### config.mk
export PLATFORM = sky130hd
export DESIGN_NAME = element_attr_collector
export DESIGN_NICKNAME = d
export VERILOG_FILES = /design/src/rtl/element_attr_collector_pkg.sv /design/src/rtl/element_attr_collector_attr_slot_select.sv /design/src/rtl/element_attr_collector.sv
export SDC_FILE = /design/constraint.sdc
export NUM_CORES = 1
export LEC_CHECK = 0
export CORE_MARGIN = 2
export CORE_UTILIZATION = 45
export CTS_CLUSTER_SIZE = 10
export DETAILED_ROUTE_END_ITERATION = 10
export PLACE_DENSITY_LB_ADDON = 0.2
export SYNTH_ARGS = -nofsm -noshare
export SYNTH_HDL_FRONTEND = slang
export SYNTH_SLANG_ARGS = --single-unit
### constraint.sdc
create_clock -name clock -period 24.8 [get_ports clock]
set_input_delay 2.48 -clock clock [delete_from_list [all_inputs] [get_ports clock]]
set_output_delay 2.48 -clock clock [all_outputs]
set_load 0.02 [all_outputs]
### src/rtl/element_attr_collector_pkg.sv
// Shared widths, attribute type codes and FSM encoding for the element attribute collector.
package element_attr_collector_pkg;

   localparam int TYPE_W  = 4;
   localparam int VALUE_W = 32;

   typedef enum logic [TYPE_W-1:0] {
      AttrColor      = 4'd0,
      AttrSize       = 4'd1,
      AttrWidth      = 4'd2,
      AttrHeight     = 4'd3,
      AttrSrc        = 4'd4,
      AttrHref       = 4'd5,
      AttrBackground = 4'd6,
      AttrPadding    = 4'd7,
      AttrMargin     = 4'd8,
      AttrBorder     = 4'd9,
      AttrPosition   = 4'd10,
      AttrEmpty      = 4'd15
   } attr_type_e;

   typedef enum logic [1:0] {
      StIdle,
      StCollect,
      StEmit
   } state_e;

endpackage

### src/rtl/element_attr_collector_attr_slot_select.sv
// Finds the lowest set mask bit at or above a start position; used when ELEM_ATTR_MASK_EN is set.
module attr_slot_select
   import element_attr_collector_pkg::*;
#(
   parameter int NUM_SLOTS = 11
) (
   input  logic [NUM_SLOTS-1:0] mask,
   input  logic [TYPE_W:0]      from,
   output logic                 found,
   output logic [TYPE_W-1:0]    index
);

   always_comb begin
      found = 1'b0;
      index = '0;
      // Scan downwards so the lowest qualifying bit is the last one assigned.
      for (int i = NUM_SLOTS - 1; i >= 0; i--) begin
         if (mask[i] && (i >= int'(from))) begin
            found = 1'b1;
            index = TYPE_W'(i);
         end
      end
   end

endmodule

### src/rtl/element_attr_collector.sv
// Collects parsed attributes of one element into slots and streams them out one slot per beat.
// Define ELEM_ATTR_MASK_EN to emit only the slots written during the element.
module element_attr_collector
   import element_attr_collector_pkg::*;
#(
   parameter int                 NUM_SLOTS    = 11,
   parameter logic [VALUE_W-1:0] SIZE_DEFAULT = 32'd3
) (
   input  logic               clock,
   input  logic               reset,
   input  logic               elem_start,
   input  logic               attr_valid,
   input  logic [TYPE_W-1:0]  attr_type,
   input  logic [VALUE_W-1:0] attr_value,
   input  logic               elem_end,
   output logic               out_valid,
   input  logic               out_ready,
   output logic [TYPE_W-1:0]  out_type,
   output logic [VALUE_W-1:0] out_value,
   output logic               out_last,
   output logic               busy,
   output logic               err_badtype,
   output logic               err_overrun
);

   function automatic logic [VALUE_W-1:0] slot_reset_value(input int i);
      return (i == int'(AttrSize)) ? SIZE_DEFAULT : '0;
   endfunction

   state_e             state_q, state_d;
   logic [TYPE_W-1:0]  idx_q, idx_d;
   logic [VALUE_W-1:0] slot_q [NUM_SLOTS];
   logic [VALUE_W-1:0] slot_d [NUM_SLOTS];
   logic               badtype_q, badtype_d;
   logic               overrun_q, overrun_d;

   logic               emitting;
   logic               attr_ok;
   logic               cur_found;
   logic [TYPE_W-1:0]  cur_idx;
   logic [TYPE_W-1:0]  next_idx;
   logic               last_beat;

`ifdef ELEM_ATTR_MASK_EN
   logic [NUM_SLOTS-1:0] mask_q, mask_d;
   logic                 nxt_found;

   attr_slot_select #(
      .NUM_SLOTS(NUM_SLOTS)
   ) u_cur_select (
      .mask (mask_q),
      .from ({1'b0, idx_q}),
      .found(cur_found),
      .index(cur_idx)
   );

   attr_slot_select #(
      .NUM_SLOTS(NUM_SLOTS)
   ) u_nxt_select (
      .mask (mask_q),
      .from ({1'b0, cur_idx} + 5'd1),
      .found(nxt_found),
      .index(next_idx)
   );

   // An empty mask yields a single empty-record beat, which is also the last.
   assign last_beat = !cur_found || !nxt_found;
`else
   assign cur_found = 1'b1;
   assign cur_idx   = idx_q;
   assign next_idx  = idx_q + 1'b1;
   assign last_beat = (idx_q == TYPE_W'(NUM_SLOTS - 1));
`endif

   assign attr_ok  = int'(attr_type) < NUM_SLOTS;
   assign emitting = (state_q == StEmit);

   always_comb begin
      state_d   = state_q;
      idx_d     = idx_q;
      slot_d    = slot_q;
      badtype_d = 1'b0;
      overrun_d = overrun_q;
`ifdef ELEM_ATTR_MASK_EN
      mask_d    = mask_q;
`endif
      unique case (state_q)
         StIdle: begin
            if (elem_start) begin
               for (int i = 0; i < NUM_SLOTS; i++) slot_d[i] = slot_reset_value(i);
`ifdef ELEM_ATTR_MASK_EN
               mask_d = '0;
`endif
               state_d = StCollect;
            end
         end
         StCollect: begin
            if (attr_valid) begin
               if (attr_ok) begin
                  slot_d[attr_type] = attr_value;
`ifdef ELEM_ATTR_MASK_EN
                  mask_d[attr_type] = 1'b1;
`endif
               end else begin
                  badtype_d = 1'b1;
               end
            end
            // Restart takes priority over both a same-cycle write and a same-cycle close.
            if (elem_start) begin
               for (int i = 0; i < NUM_SLOTS; i++) slot_d[i] = slot_reset_value(i);
`ifdef ELEM_ATTR_MASK_EN
               mask_d = '0;
`endif
            end else if (elem_end) begin
               idx_d   = '0;
               state_d = StEmit;
            end
         end
         StEmit: begin
            if (elem_start || attr_valid || elem_end) overrun_d = 1'b1;
            if (out_ready) begin
               if (last_beat) begin
                  idx_d   = '0;
                  state_d = StIdle;
               end else begin
                  idx_d = next_idx;
               end
            end
         end
         default: state_d = StIdle;
      endcase
   end

   always_ff @(posedge clock or posedge reset) begin
      if (reset) begin
         state_q   <= StIdle;
         idx_q     <= '0;
         badtype_q <= 1'b0;
         overrun_q <= 1'b0;
         for (int i = 0; i < NUM_SLOTS; i++) slot_q[i] <= slot_reset_value(i);
`ifdef ELEM_ATTR_MASK_EN
         mask_q    <= '0;
`endif
      end else begin
         state_q   <= state_d;
         idx_q     <= idx_d;
         badtype_q <= badtype_d;
         overrun_q <= overrun_d;
         slot_q    <= slot_d;
`ifdef ELEM_ATTR_MASK_EN
         mask_q    <= mask_d;
`endif
      end
   end

   assign out_valid   = emitting;
   assign busy        = (state_q != StIdle);
   assign out_type    = !emitting ? '0 : (cur_found ? cur_idx : AttrEmpty);
   assign out_value   = (emitting && cur_found) ? slot_q[cur_idx] : '0;
   assign out_last    = emitting && last_beat;
   assign err_badtype = badtype_q;
   assign err_overrun = overrun_q;

endmodule

# Word-level counts from Yosys, hierarchy flattened
# Cells that the tools add are included.
[classes]
n_addsub = 1
n_lt_le_gt_ge = 4
eq_ne = 10
muxes = 27
bitwise_logic = 2
reduce_logical = 12
[op_table]
columns = ["cell", "count"]
rows = [
  ["two-way mux 352 bit", 4],
  ["case mux 352 bit (2 select lines)", 1],
  ["bitwise mux 352 bit", 1],
  ["binary-select mux 32 bit (select 4 bit)", 1],
  ["demux 32 bit (select 4 bit)", 1],
  ["two-way mux 32 bit", 4],
  ["two-way mux 4 bit", 5],
  [">= comparator 5 bit, second input constant", 2],
  ["two-way mux 2 bit", 5],
  ["inverter 4 -> 5 bit", 2],
  ["inequality test 2 bit, second input constant", 4],
  ["case mux 4 bit (2 select lines)", 1],
  ["AND reduction 4 bit", 2],
  ["inequality test 3 bit, second input constant", 2],
  ["case mux 2 bit (3 select lines)", 1],
  ["nonzero test 2 bit", 3],
  ["< comparator 5 x 1 -> 1 bit, second input constant", 1],
  ["AND reduction 5 bit", 1],
  ["adder 4 x 1 -> 4 bit, second input constant", 1],
  ["equality test 4 bit, second input constant", 1],
  ["< comparator 4 bit, second input constant", 1],
  ["two-way mux 1 bit", 3],
  ["equality test 2 x 1 -> 1 bit, second input constant", 1],
  ["equality test 2 bit, second input constant", 1],
  ["other kinds (5)", 7],
]
[totals]
ff_bits = 360
in_bits = 42
output_inout_bits = 41
elab_cells = 71

# Depth between registers and ports, before layout
[logic_depth]
depth_word = 10
mapped_depth = 9
mapped_depth_nobuf = 6

# Worst setup path before layout
# No wires, ideal clock.
[synth_timing]
path_type = "register to output"
start = "register state_q[0]"
end = "output port out_value[10]"
arrival_time_ns = 1.833
required_ns = 22.320
path_slack_ns = 20.487
stages_incl_launch_ff = 8
path_buffers = 2
cell_sequence = "dfrtp_1 nand2b_1 clkbuf_1 inv_2 and2_1 nand2b_1 buf_2 o21ai_1"
[synth_between]
elab_chain_cells = 2
[synth_rtl]
columns = ["item", "line", "text"]
rows = [
  ["start, declared", "element_attr_collector.sv:30", "state_e state_q, state_d;"],
  ["start signal, assigned", "element_attr_collector.sv:136", "state_q <= StIdle;"],
  ["start signal, assigned", "element_attr_collector.sv:145", "state_q <= state_d;"],
  ["equality test 2 bit", "element_attr_collector.sv:76", "assign emitting = (state_q == StEmit);"],
  ["net out_valid", "element_attr_collector.sv:16", "output logic out_valid,"],
  ["two-way mux 32 bit", "element_attr_collector.sv:159", "assign out_value = (emitting && cur_found) ? slot_q[cur_idx] : '0;"],
  ["end, declared", "element_attr_collector.sv:19", "output logic [VALUE_W-1:0] out_value,"],
]
# The timed path passes the listed nets, and every way through them passes these cells.

# Worst setup path in the final report
[layout_timing]
start = "register idx_q[0] (netlist: cur_idx[0])"
end = "output port out_value[13]"
[layout_between]
elab_chain_cells = 5
[layout_rtl]
columns = ["item", "line", "text"]
rows = [
  ["start, declared", "element_attr_collector.sv:31", "logic [TYPE_W-1:0] idx_q, idx_d;"],
  ["start signal, assigned", "element_attr_collector.sv:146", "idx_q <= idx_d;"],
  ["inverter 4 -> 5 bit (not written as such)", "element_attr_collector.sv:159", ""],
  ["binary-select mux 32 bit (select 4 bit)", "element_attr_collector.sv:159", ""],
  ["two-way mux 32 bit (not written as such) (2 in series)", "element_attr_collector.sv:159", ""],
  ["two-way mux 32 bit", "element_attr_collector.sv:159", ""],
]
# No other way between the ends. The select of a mux whose other input is x is not followed.

==> summary.txt <==
Outcome
  – Outcome: complete, no violations

Clock network
  – Worst-path clk slew: 0.06 ns
  – Hold-fix buffers at CTS: 0
  – CTS tree: yes
  – Post-CTS Setup Repair Bufs: 0
  – Clock Path Buffers: 3
  – Root Buffer: clkbuf_16
  – CTS resizes: 0
  – CTS buffer count: 43
  – CTS H-tree lvls: 2
  – CTS Sinks: 360
  – Clock Latency Late Sink: 0.55 ns

Route
  – Antenna viol nets, final: 0
  – DRT iter0 DRCs: approximately 1,200
  – Drt wl/cell: 28.38 µm
  – DRC: 0
  – Vias per cell: 6.605
  – Total iterations of the first detailed-routing run: 5
  – Total Wirelength: ~50 mm
  – Via count: around 12,000

Timing
  – Setup TNS: 0 ns
  – Layout Skew: 0.01382 ns
  – Slew @ Worst Pin: 1.237 ns
  – Fmax: 0.1339 GHz
  – RSZ-0062 raised after global routing: false
  – Max-slew violation count: 0
  – Final Hold Vio Count: 0
  – Tcrit/Tclk final: 30.12%
  – Slew HR: 17.34%
  – Final critical-path required period: 7.469 ns
  – Final setup vio count: 0

Global route
  – Met1 Use GR: 39.18%
  – Overall Global Routing Usage: 27.89%
  – Most crowded layer after global routing: met2
  – Met3 Use GR: 4.796%
  – Initial antenna violation count: 1
  – GRT overflow: 0
  – Largest net degree at the start of global routing: about 150
  – Vias in the first global route: 12,160
  – First-pass GRT wire length: between 70 and 80 mm
  – Met2 Usage GRT: 43.60%

Setup path
  – CP required: 22.32 ns
  – Worst Setup Path Type: reg -> out
  – Critical path peak fanout: 63
  – Setup crit end: out_value[13]
  – Flop-to-flop setup slack: 21.76 ns
  – R2R cell count: 7
  – CP Launch Type: register
  – Crit Reg-Reg Endpoint: cur_idx[3]$_DFFE_PP0P_
  – Reg-to-Reg Start: cur_idx[0]$_DFFE_PP0P_
  – Critical path origin: cur_idx[0]$_DFFE_PP0P_
  – Arrival time at the worst endpoint: about 5.0 ns
  – Worst setup EP type: output port

Layout
  – Nets: 1,363
  – Area Growth Syn to Fin: 14.14%
  – Ant. Diodes: 0
  – Share of cells above drive strength 1: around 8.7%
  – Area of the multi-input gates: 6455 µm²
  – Reg area: around 9000 µm²
  – Fillers: 3,092
  – Post-layout instance area: roughly 18,000 µm²
  – Final std cells w/o fill: 1,792

Logic synthesis
  – Post-synthesis sequential area ratio: 56.05%
  – Post-synth EDFFs: 0
  – Synth warnings: 0
  – Library cells used by synthesis: 40
  – Mapped cell area: 16,080 µm²
  – Area leader, netlist: dfrtp_1
  – Syn_nets: 1,356
  – Top post-synthesis cells by area: dfrtp_1 56%, a22o_1 19%, mux2i_1 10%
  – Count leader, synth: dfrtp_1
  – Avg Cell Area, Syn: 12.25 µm²
  – Synthesized instance count: 1,312
  – Post-synth top area share: 55.72%
  – Asr flop ratio synth: 100.0%
  – Predominant post-synthesis flop cell: dfrtp_1
  – Synthesized flop and latch total: 360
  – Top cells by count, synth: 358 x dfrtp_1, 350 x a22o_1, 160 x mux2i_1, 89 x clkbuf_1, 65 x a22oi_1

Floorplanning
  – Initial core utilization: between 40% and 50%
  – Die height: 193.0 µm
  – Die Wd: approximately 190 µm
  – Rows: 69
  – Core area: 35,400 µm²
  – Die area: 37,260 µm²
  – Ports: 83

Pwr
  – Seq pwr share: 43.8%
  – Net Sw Frac: between 20% and 30%
  – Leak pwr: 7.985 nW
  – Internal power: between 0.9 and 1 mW
  – VDD IR-drop max: 0.05224 mV
  – Combinational power share: 15.8%
  – Clock share of power: 40.4%
  – Net Switching: about 0.42 mW
  – Pwr/cell area: 76.97 nW/µm²

Placed design
  – Port bufs: 82
  – Final HPWL DP: roughly 25 mm
  – Placed Cells incl. Taps: roughly 1,700
  – GP Congestion: 0.7145
  – Placed inst area: roughly 17,000 µm²

Hold path
  – Worst hold path class: reg -> reg

Job
  – Max-cap violations: 0
==> worst min path at each step <==
| stage | from | cells after the start | endpoint | slack, ns |
|---|---|---|---|---|
| finish | slot_q[289]$_DFFE_PP1P_ | 2 | slot_q[289]$_DFFE_PP1P_ | 0.47 |
| global placement | slot_q[289]$_DFFE_PP1P_ | 2 | slot_q[289]$_DFFE_PP1P_ | 0.46 |
| detailed placement | slot_q[289]$_DFFE_PP1P_ | 2 | slot_q[289]$_DFFE_PP1P_ | 0.46 |
| global route | slot_q[289]$_DFFE_PP1P_ | 2 | slot_q[289]$_DFFE_PP1P_ | 0.49 |
| floorplan | slot_q[288]$_DFFE_PP1P_ | 2 | slot_q[288]$_DFFE_PP1P_ | 0.44 |
| CTS | slot_q[289]$_DFFE_PP1P_ | 2 | slot_q[289]$_DFFE_PP1P_ | 0.46 |
==> flip-flops by register name (all words and copies together) (netlist names) <==
| register | count |
|---|---|
| cur_idx | 4 |
| err_badtype | 1 |
| err_overrun | 1 |
| slot_q | 352 |
| state_q | 2 |
==> critical path, stage by stage, from the launching register on <==
cell	delay [ns]
dfrtp_4	1.04
buf_4	0.89
buf_4	0.98
mux2i_1	0.19
a22oi_1	0.22
nand3_1	0.11
o21ai_1	0.25
clkdlybuf4s50_1	0.68
==> cell type report <==
| class | instances | share of cell area [%] |
|---|---|---|
| flip-flops and latches | 360 | 49.13 |
| multi-input cells | 796 | 35.17 |
| clock buffers | 51 | 6.198 |
| repair buffers | 114 | 5.850 |
| well taps | 461 | 3.143 |
| clock inverters | 6 | 0.3818 |
| inverters | 4 | 0.1227 |
==> placed cells by master (no fill, tap or decap), drive strengths merged, types with 2 or more instances in the layout <==
master / instances
clkdlybuf4s50: 82
buf: 32
clkbuf: 51
clkinv: 4
a22o: 350
nor3b: 2
ha: 2
or2: 3
mux2i: 160
nand2b: 7
nand2: 14
nand3: 32
o21ai: 48
nor2b: 3
dfrtp: 358
nor2: 51
and2: 4
or4b: 3
inv: 5
a22oi: 65
a21oi: 36
nand3b: 2
o31ai: 2
nor3: 5
dfstp: 2
==> power groups by stage <==
stage | Clock (mW) | Sequential (mW) | Combinational [mW]
floorplan | 0 | 0.615 | 0.149
global placement | 0 | 0.629 | 0.219
detailed placement | 0 | 0.629 | 0.219
CTS | 0.579 | 0.619 | 0.219
global route | 0.602 | 0.621 | 0.232
finish | 0.570 | 0.619 | 0.223
==> cells by family after synthesis <==
logic type / synth area share (%)
compound gates: 25.00
flops: 56.05
mux: 9.961
buf+inv: 4.506
simple gates: 4.327
fa+ha+maj: 0.1556
==> metal layers <==
layer / vias to the layer above / routed length, µm
li1: 4996 / -
met1: 6207 / 21970
met2: 522 / 23850
met3: 109 / 3612
met4: 2 / 1410
met5: - / 13
==> through the flow <==
step / worst slack (ns) / total power, mW / hold WS (ns) / util [%]
after global routing: 17.12 / 1.454 / 0.4934 / 51.85
after detailed placement: 17.94 / 0.8475 / 0.4565 / 48.43
after floorplan: 12.33 / 0.7644 / 0.4430 / -
final: 17.33 / 1.412 / 0.4652 / 51.85
after CTS: 17.34 / 1.417 / 0.4643 / 51.85
after global placement: 17.90 / 0.8482 / 0.4551 / 48.43
Power figures use the tool's default switching activity.
